<file path="src/rtl/keypad_scan_debouncer.sv">
// Round-robin keypad scanner sharing one debounce counter across all key lines.
// Define KEYPAD_REPEAT_EN to add auto-repeat pulses while a key stays held.
module keypad_scan_debouncer #(
    parameter int NUM_KEYS      = 10,
    parameter int CODE_W        = 4,
    parameter int DEB_CYCLES    = 7,
    parameter int REL_CYCLES    = 7,
    parameter int REPEAT_CYCLES = 200
) (
    input  logic                clk,
    input  logic                rst_n,
    input  logic [NUM_KEYS-1:0] keys_in,
    input  logic                enable,
    output logic [CODE_W-1:0]   key_code,
    output logic                key_valid,
    output logic                busy
);

    localparam int CNT_A   = (DEB_CYCLES > REL_CYCLES) ? DEB_CYCLES : REL_CYCLES;
    localparam int CNT_MAX = (CNT_A > REPEAT_CYCLES) ? CNT_A : REPEAT_CYCLES;
    localparam int CNT_W   = $clog2(CNT_MAX + 1);

    localparam logic [CODE_W-1:0] LAST_KEY = CODE_W'(NUM_KEYS - 1);
    localparam logic [CNT_W-1:0]  DEB_LAST = CNT_W'(DEB_CYCLES - 1);
    localparam logic [CNT_W-1:0]  REL_LAST = CNT_W'(REL_CYCLES - 1);
`ifdef KEYPAD_REPEAT_EN
    localparam logic [CNT_W-1:0]  REP_LAST = CNT_W'(REPEAT_CYCLES - 1);
`endif

    typedef enum logic [1:0] {
        IDLE  = 2'd0,
        PRESS = 2'd1,
        HELD  = 2'd2,
        REL   = 2'd3
    } state_t;

    state_t              state;
    logic [NUM_KEYS-1:0] sync_meta;
    logic [NUM_KEYS-1:0] keys_s;
    logic [CODE_W-1:0]   ptr;
    logic [CODE_W-1:0]   sel;
    logic [CODE_W-1:0]   ptr_inc;
    logic [CODE_W-1:0]   sel_inc;
    logic [CNT_W-1:0]    cnt;

    // Two-flop synchroniser; keys_in is asynchronous to clk.
    always_ff @(posedge clk or negedge rst_n) begin
        if (!rst_n) begin
            sync_meta <= '0;
            keys_s    <= '0;
        end else begin
            sync_meta <= keys_in;
            keys_s    <= sync_meta;
        end
    end

    assign ptr_inc = (ptr == LAST_KEY) ? '0 : ptr + 1'b1;
    assign sel_inc = (sel == LAST_KEY) ? '0 : sel + 1'b1;

    // Resuming the scan at sel+1 keeps service fair among simultaneous presses.
    always_ff @(posedge clk or negedge rst_n) begin
        if (!rst_n) begin
            state     <= IDLE;
            ptr       <= '0;
            sel       <= '0;
            cnt       <= '0;
            key_code  <= '0;
            key_valid <= 1'b0;
            busy      <= 1'b0;
        end else begin
            key_valid <= 1'b0;
            case (state)
                IDLE: begin
                    if (enable) begin
                        if (keys_s[ptr]) begin
                            sel   <= ptr;
                            cnt   <= '0;
                            state <= PRESS;
                            busy  <= 1'b1;
                        end else begin
                            ptr <= ptr_inc;
                        end
                    end
                end
                PRESS: begin
                    if (!keys_s[sel] || !enable) begin
                        ptr   <= sel_inc;
                        state <= IDLE;
                        busy  <= 1'b0;
                    end else if (cnt == DEB_LAST) begin
                        key_code  <= sel;
                        key_valid <= 1'b1;
                        cnt       <= '0;
                        state     <= HELD;
                    end else begin
                        cnt <= cnt + 1'b1;
                    end
                end
                HELD: begin
                    if (!keys_s[sel]) begin
                        cnt   <= '0;
                        state <= REL;
                    end
`ifdef KEYPAD_REPEAT_EN
                    else if (cnt == REP_LAST) begin
                        key_code  <= sel;
                        key_valid <= 1'b1;
                        cnt       <= '0;
                    end else begin
                        cnt <= cnt + 1'b1;
                    end
`endif
                end
                REL: begin
                    if (keys_s[sel]) begin
                        cnt   <= '0;
                        state <= HELD;
                    end else if (cnt == REL_LAST) begin
                        ptr   <= sel_inc;
                        state <= IDLE;
                        busy  <= 1'b0;
                    end else begin
                        cnt <= cnt + 1'b1;
                    end
                end
                default: begin
                    state <= IDLE;
                    busy  <= 1'b0;
                end
            endcase
        end
    end

endmodule

</file>
<file path="config.mk">
export PLATFORM = sky130hd
export DESIGN_NAME = keypad_scan_debouncer
export DESIGN_NICKNAME = d
export VERILOG_FILES = /design/src/rtl/keypad_scan_debouncer.sv
export SDC_FILE = /design/constraint.sdc
export NUM_CORES = 1
export LEC_CHECK = 0
export BUFFER_PORTS_ARGS = -buffer_cell sky130_fd_sc_hd__buf_2
export CORE_UTILIZATION = 45
export DETAILED_ROUTE_END_ITERATION = 8
export SKIP_LAST_GASP = 1
export SLEW_MARGIN = 25
export SYNTH_ARGS = -nofsm -noshare
export SYNTH_HDL_FRONTEND = slang
export SYNTH_SLANG_ARGS = --single-unit
</file>
<file path="constraint.sdc">
create_clock -name clk -period 5.7 [get_ports clk]
set_clock_uncertainty 0.05 [all_clocks]
set_input_delay 0.285 -clock clk [delete_from_list [all_inputs] [get_ports clk]]
set_output_delay 0.285 -clock clk [all_outputs]
set_load 0.05 [all_outputs]
</file>
# After elaboration in Yosys (flattened, before gate mapping)
# Cells that the tools add are included.
[op_classes] addsub=3 multipliers=0 n_div=0 n_lt_le_gt_ge=2 n_eq_ne=17 n_shift=0 muxes=37 bitwise=1 n_reduce_logical=11
[ops] cell="2-to-1 mux 8 bit" n=7
[ops] cell="case mux 8 bit (4 select lines)" n=1
[ops] cell="2-to-1 mux 4 bit" n=7
[ops] cell="inequality test 2 bit, second input constant" n=8
[ops] cell="2-to-1 mux 2 bit" n=7
[ops] cell="case mux 4 bit (3 select lines)" n=1
[ops] cell="AND reduction 6 bit" n=2
[ops] cell="< comparator 4 x 5 -> 1 bit, second input constant" n=2
[ops] cell="2-to-1 mux 1 bit" n=10
[ops] cell="AND reduction 5 bit" n=2
[ops] cell="inequality test 3 bit, second input constant" n=3
[ops] cell="adder 4 x 1 -> 4 bit, second input constant" n=2
[ops] cell="adder 8 x 1 -> 8 bit, second input constant" n=1
[ops] cell="binary-select mux 1 bit (select 4 bit)" n=2
[ops] cell="equality test 4 bit, second input constant" n=2
[ops] cell="equality test 8 x 3 -> 1 bit, second input constant" n=1
[ops] cell="case mux 2 bit (4 select lines)" n=1
[ops] cell="AND reduction 3 bit" n=2
[ops] cell="equality test 2 bit, second input constant" n=2
[ops] cell="case mux 1 bit (3 select lines)" n=1
[ops] cell="nonzero test 3 bit" n=1
[ops] cell="equality test 2 x 1 -> 1 bit, second input constant" n=1
[ops] cell="zero test 1 bit" n=2
[ops] cell="zero test 2 bit" n=1
[ops] cell="2 further kinds" n=2
[totals] reg_bits=44 latch_bits=0 ram_bits=0 mem_bits_ro=0 out_inout_bits=6 memories=0

# Depth between registers and ports, before layout
[logic_depth] ltp_word=6 depth_mapped=8 ltp_nobuf=8

# Least setup slack after synthesis
# OpenSTA, ideal clock, no wires.
[synth_timing] path_kind="register -> register" startpoint="reg sel[1]" endpoint="reg key_code[0]" setup_time_ns=0.125 arrival_ns=2.010 required_time_ns=5.525 path_slack_ns=3.515 stages_incl_launch_ff=6 synth_period_minus_slack_ns=2.185 cell_sequence="dfrtp_1 > or2_1 > o221a_4 > or3_4 > nor3_4 > mux2_4"
[synth_between] elab_chain_cells=6
[synth_lines] item="start, declared" line_no="41" rtl="logic [CODE_W-1:0] sel;"
[synth_lines] item="start signal, assigned" line_no="76" rtl="sel <= ptr;"
[synth_lines] item="binary-select mux 1 bit (select 4 bit)" line_no="86" rtl="if (!keys_s[sel] || !enable) begin"
[synth_lines] item="2-to-1 mux 1 bit (not written as such)" line_no="86"
[synth_lines] item="zero test 1 bit"
[synth_lines] item="logical OR 1 bit" line_no="86"
[synth_lines] item="inverter 1 bit (no line)"
[synth_lines] item="AND reduction 3 bit (no line)"
[synth_lines] item="end signal, assigned" line_no="91" rtl="key_code <= sel;"
[synth_lines] item="end, declared" line_no="14" rtl="output logic [CODE_W-1:0] key_code,"
# Every way passes these cells. The select of a mux whose other input is x is not followed.
# A chain may end at the register's enable or synchronous reset.

# Worst setup path in the final report
[layout_timing] startpoint="reg cnt[0]" endpoint="reg ptr[3]"
[layout_between] elab_chain_cells=3
[layout_lines] item="start, declared" line_no="44" rtl="logic [CNT_W-1:0] cnt;"
[layout_lines] item="start signal, assigned" line_no="96" rtl="cnt <= cnt + 1'b1;"
[layout_lines] item="start signal, assigned" line_no="123" rtl="cnt <= cnt + 1'b1;"
[layout_lines] item="equality test 8 x 3 -> 1 bit" line_no="118" rtl="end else if (cnt == REL_LAST) begin"
[layout_lines] item="inequality test 2 bit (no line)"
[layout_lines] item="AND reduction 6 bit (no line)"
[layout_lines] item="end signal, assigned" line_no="81" rtl="ptr <= ptr_inc;"
[layout_lines] item="end signal, assigned" line_no="87" rtl="ptr <= sel_inc;"
[layout_lines] item="end signal, assigned" line_no="119" rtl="ptr <= sel_inc;"
[layout_lines] item="end, declared" line_no="40" rtl="logic [CODE_W-1:0] ptr;"
# Every way passes these cells.

==> run_results.csv <==
group,metric,value,unit
routing,routed_wl,4250,um
routing,dr.pass1.iters,4,
floorplanning,num_rows,25,
placement,place.gp.congestion,0.825,
placement,dpl_worst_slack,3.18,ns
clock_tree,clkSinkCount,44,
setup_path,cp-start-kind,"flop",
clock_tree,cts_setup_buffers,0,
setup_path,crit_path_max_fanout,5,
routing,wl_per_cell,15.2,um
final_layout,regArea,1100,um^2
yosys,ys_warn_count,0,
timing,setup_viol,0,
final_layout,finalNonFillerCells,280,
floorplanning,initial_utilization,0.469,
clock_tree,clock_path_buffers,2,
routing,drcViolationCount,0,
routing,vias,1573,
setup_path,path_class,"flop to flop",
routing,avgViaCountPerCell,5.62,
clock_tree,cts_tree,"yes",
timing,hold_viol_final,0,
placement,hpwl,2940,um
final_layout,drive_above_1_share,0.221,
final_layout,utilization,0.523,
timing,fmax,393,MHz
setup_path,arrival,2.69,ns
floorplanning,die-height,72.1,um
timing,rsz0062_at_grt,"no",
final_layout,finish.instance_area,2470,um^2
floorplanning,die_area,5200,um^2
min_path,hp-class,"primary input to flop",
timing,timing.final.crit_share,0.446,
floorplanning,chipWidth,72.1,um
final_layout,nets,227,
yosys,syn_avg_cell_area,11.4,um^2
routing,drt-initial-drc-count,144,
global_route,grt_pass1_vias,1514,
yosys,netlist_instances,195,
power,p_per_area,482,nW/um^2
yosys,yosys.area.top_type,"dfrtp_1",
yosys,async_flop_share,1.00,
yosys,synth_nets,210,
placement,place_area,2340,um^2
timing,maxSlewHeadroom,0.614,
routing,ant_nets,0,
yosys,synth_area_leaders,"dfrtp_1 50%, mux2i_1 5.9%, mux2_4 3.4%, nor3_4 2.9%, mux2_2 2.5%",
final_layout,syn_to_final_growth,11.7,%
global_route,antenna_found_initial,0,
placement,port-buffer-count,18,
global_route,overflow,0,
yosys,synth-seq-cells,44,
timing,final_max_slew_viol_count,0,
floorplanning,num_io_pins,19,
global_route,grt_max_degree,45,
final_layout,nFillCells,433,
clock_tree,clk_pin_slew,0.09,ns
global_route,grt_usage,0.182,
timing,worst_pin_slew,0.579,ns
power,p_leak,1.06,nW
yosys,synth_edf_count,0,
yosys,synthFlopType,"dfrtp_1",
final_layout,multiInputGateArea,1020,um^2
setup_path,worst_setup_path_end_kind,"flop",
yosys,ys_seq_area_frac,0.497,
clock_tree,clk_root_buffer_cell,"clkbuf_8",
clock_tree,htree_levels,2,
timing,period_needed,2.54,ns
setup_path,regToRegSetupSlack,3.16,ns
run,drv_cap,0,
clock_tree,worst_skew_pair.late_latency,0.30,ns
yosys,yosysTopAreaCellShare,0.497,
floorplanning,core-area,4720,um^2
power,total_power,1.19,mW
power,ir_worst_vdd,0.185,mV
global_route,grt_first_pass_wirelength,7170,um
clock_tree,cts_inserted_buffers,5,
setup_path,crit_required,5.85,ns
final_layout,diodes,0,
timing,whs,0.0310,ns
yosys,synth.distinct_cells,51,
timing,fin_tns_setup,0,ns
timing,timing.final.ws_setup,3.16,ns
run_status,outcome,"complete, no violations",
yosys,netlist_area,2210,um^2
placement,placedCellCount,271,
[placed cells by master, fill, tap and decap left out, types with 3 or more instances in the layout]
master,count
dfrtp_1,44
buf_2,17
inv_1,14
mux2i_1,13
nand2_1,13
or3_1,8
nor2_1,6
nand3_1,6
o221ai_1,6
mux2_2,5
mux2_4,5
o21ai_0,5
clkbuf_8,5
nor3_1,4
nor3_4,4
a21oi_1,4
o22ai_1,4
nand2b_1,3
nand4_1,3
o31ai_1,3
[where the power goes]
part           leakage, nW  internal (mW)  switching (mW)
Clock               0.0583          0.132           0.111
Combinational        0.458          0.209           0.247
Sequential           0.542          0.373           0.119
Total                 1.06          0.714           0.478
[timing repair]
action / CTS / global route
hold buffers: 0 / 1
resized for setup: 0 / 0
endpoints found under the hold margin: 0 / 44
[logic make-up (layout without fill, tap and decap cells)]
logic type | Yosys count | after routing | share of synthesized area
DFF | 44 | 44 | 0.497
buffers and inverters | 23 | 41 | 0.0435
xor gates and xnor gates | 3 | 3 | 0.0119
and+or+nand+nor | 62 | 62 | 0.176
AOI/OAI and AO/OA | 38 | 38 | 0.142
adders and majority gates | 2 | 2 | 0.0113
muxes | 23 | 23 | 0.118
[synthesized netlist by cell type (2+ instances only)]
library cell  number
nor2_1             6
a21oi_1            4
nand2b_1           3
nor3_4             4
and4_1             2
nor4_1             2
inv_1             14
clkbuf_1           6
or2_1              2
mux2i_1           13
o31ai_1            3
xnor2_1            2
nor3_1             4
o221ai_1           6
buf_2              2
nor3b_1            2
nand2_1           13
mux2_4             5
ha_1               2
nand3_1            6
dfrtp_1           44
mux2_2             5
o21ai_0            5
nand4_1            3
o22ai_1            4
or3_1              8
[sequential cells by signal, summed over array words and instances (netlist names)]
register	count
keys_s	10
sync_meta	10
cnt	8
key_code	4
ptr	4
sel	4
state	2
busy	1
key_valid	1
[worst max-delay path, cell delays in order (launching register included)]
cell and delay [ns]:
dfrtp_1 0.42, inv_1 0.07, ha_1 0.17, or4b_1 0.44, nor4_1 0.36, a21oi_1 0.18, o22ai_2 0.29, nand2_1 0.14
o221a_2 0.33
[worst paths after layout]
path                              start            to  depth (start not counted)
hold / removal               keys_in[0]  sync_meta[0]                          1
setup reg to reg                 cnt[0]        ptr[3]                          8
min in group asynchronous         rst_n        ptr[0]                          2
max in group asynchronous         rst_n     keys_s[8]                          2
hold reg to reg            sync_meta[9]     keys_s[9]                          0
setup / recovery                 cnt[0]        ptr[3]                          8
[per-layer routing]
layer,share of wire,global-route usage
met1,0.47,0.238
met2,0.48,0.294
met3,0.038,0.0431
met4,0.017,0.0719
met5,0,0
[layout make-up]
type                            count  share of cell area
Timing Repair Buffer               19              0.0415
Clock buffer                        5              0.0278
Sequential cell                    44               0.445
Multi-Input combinational cell    128               0.411
Clock inverter                      3              0.0192
Inverter                           14              0.0213
Tap cell                           67              0.0339
Power figures use the tool's default switching activity.
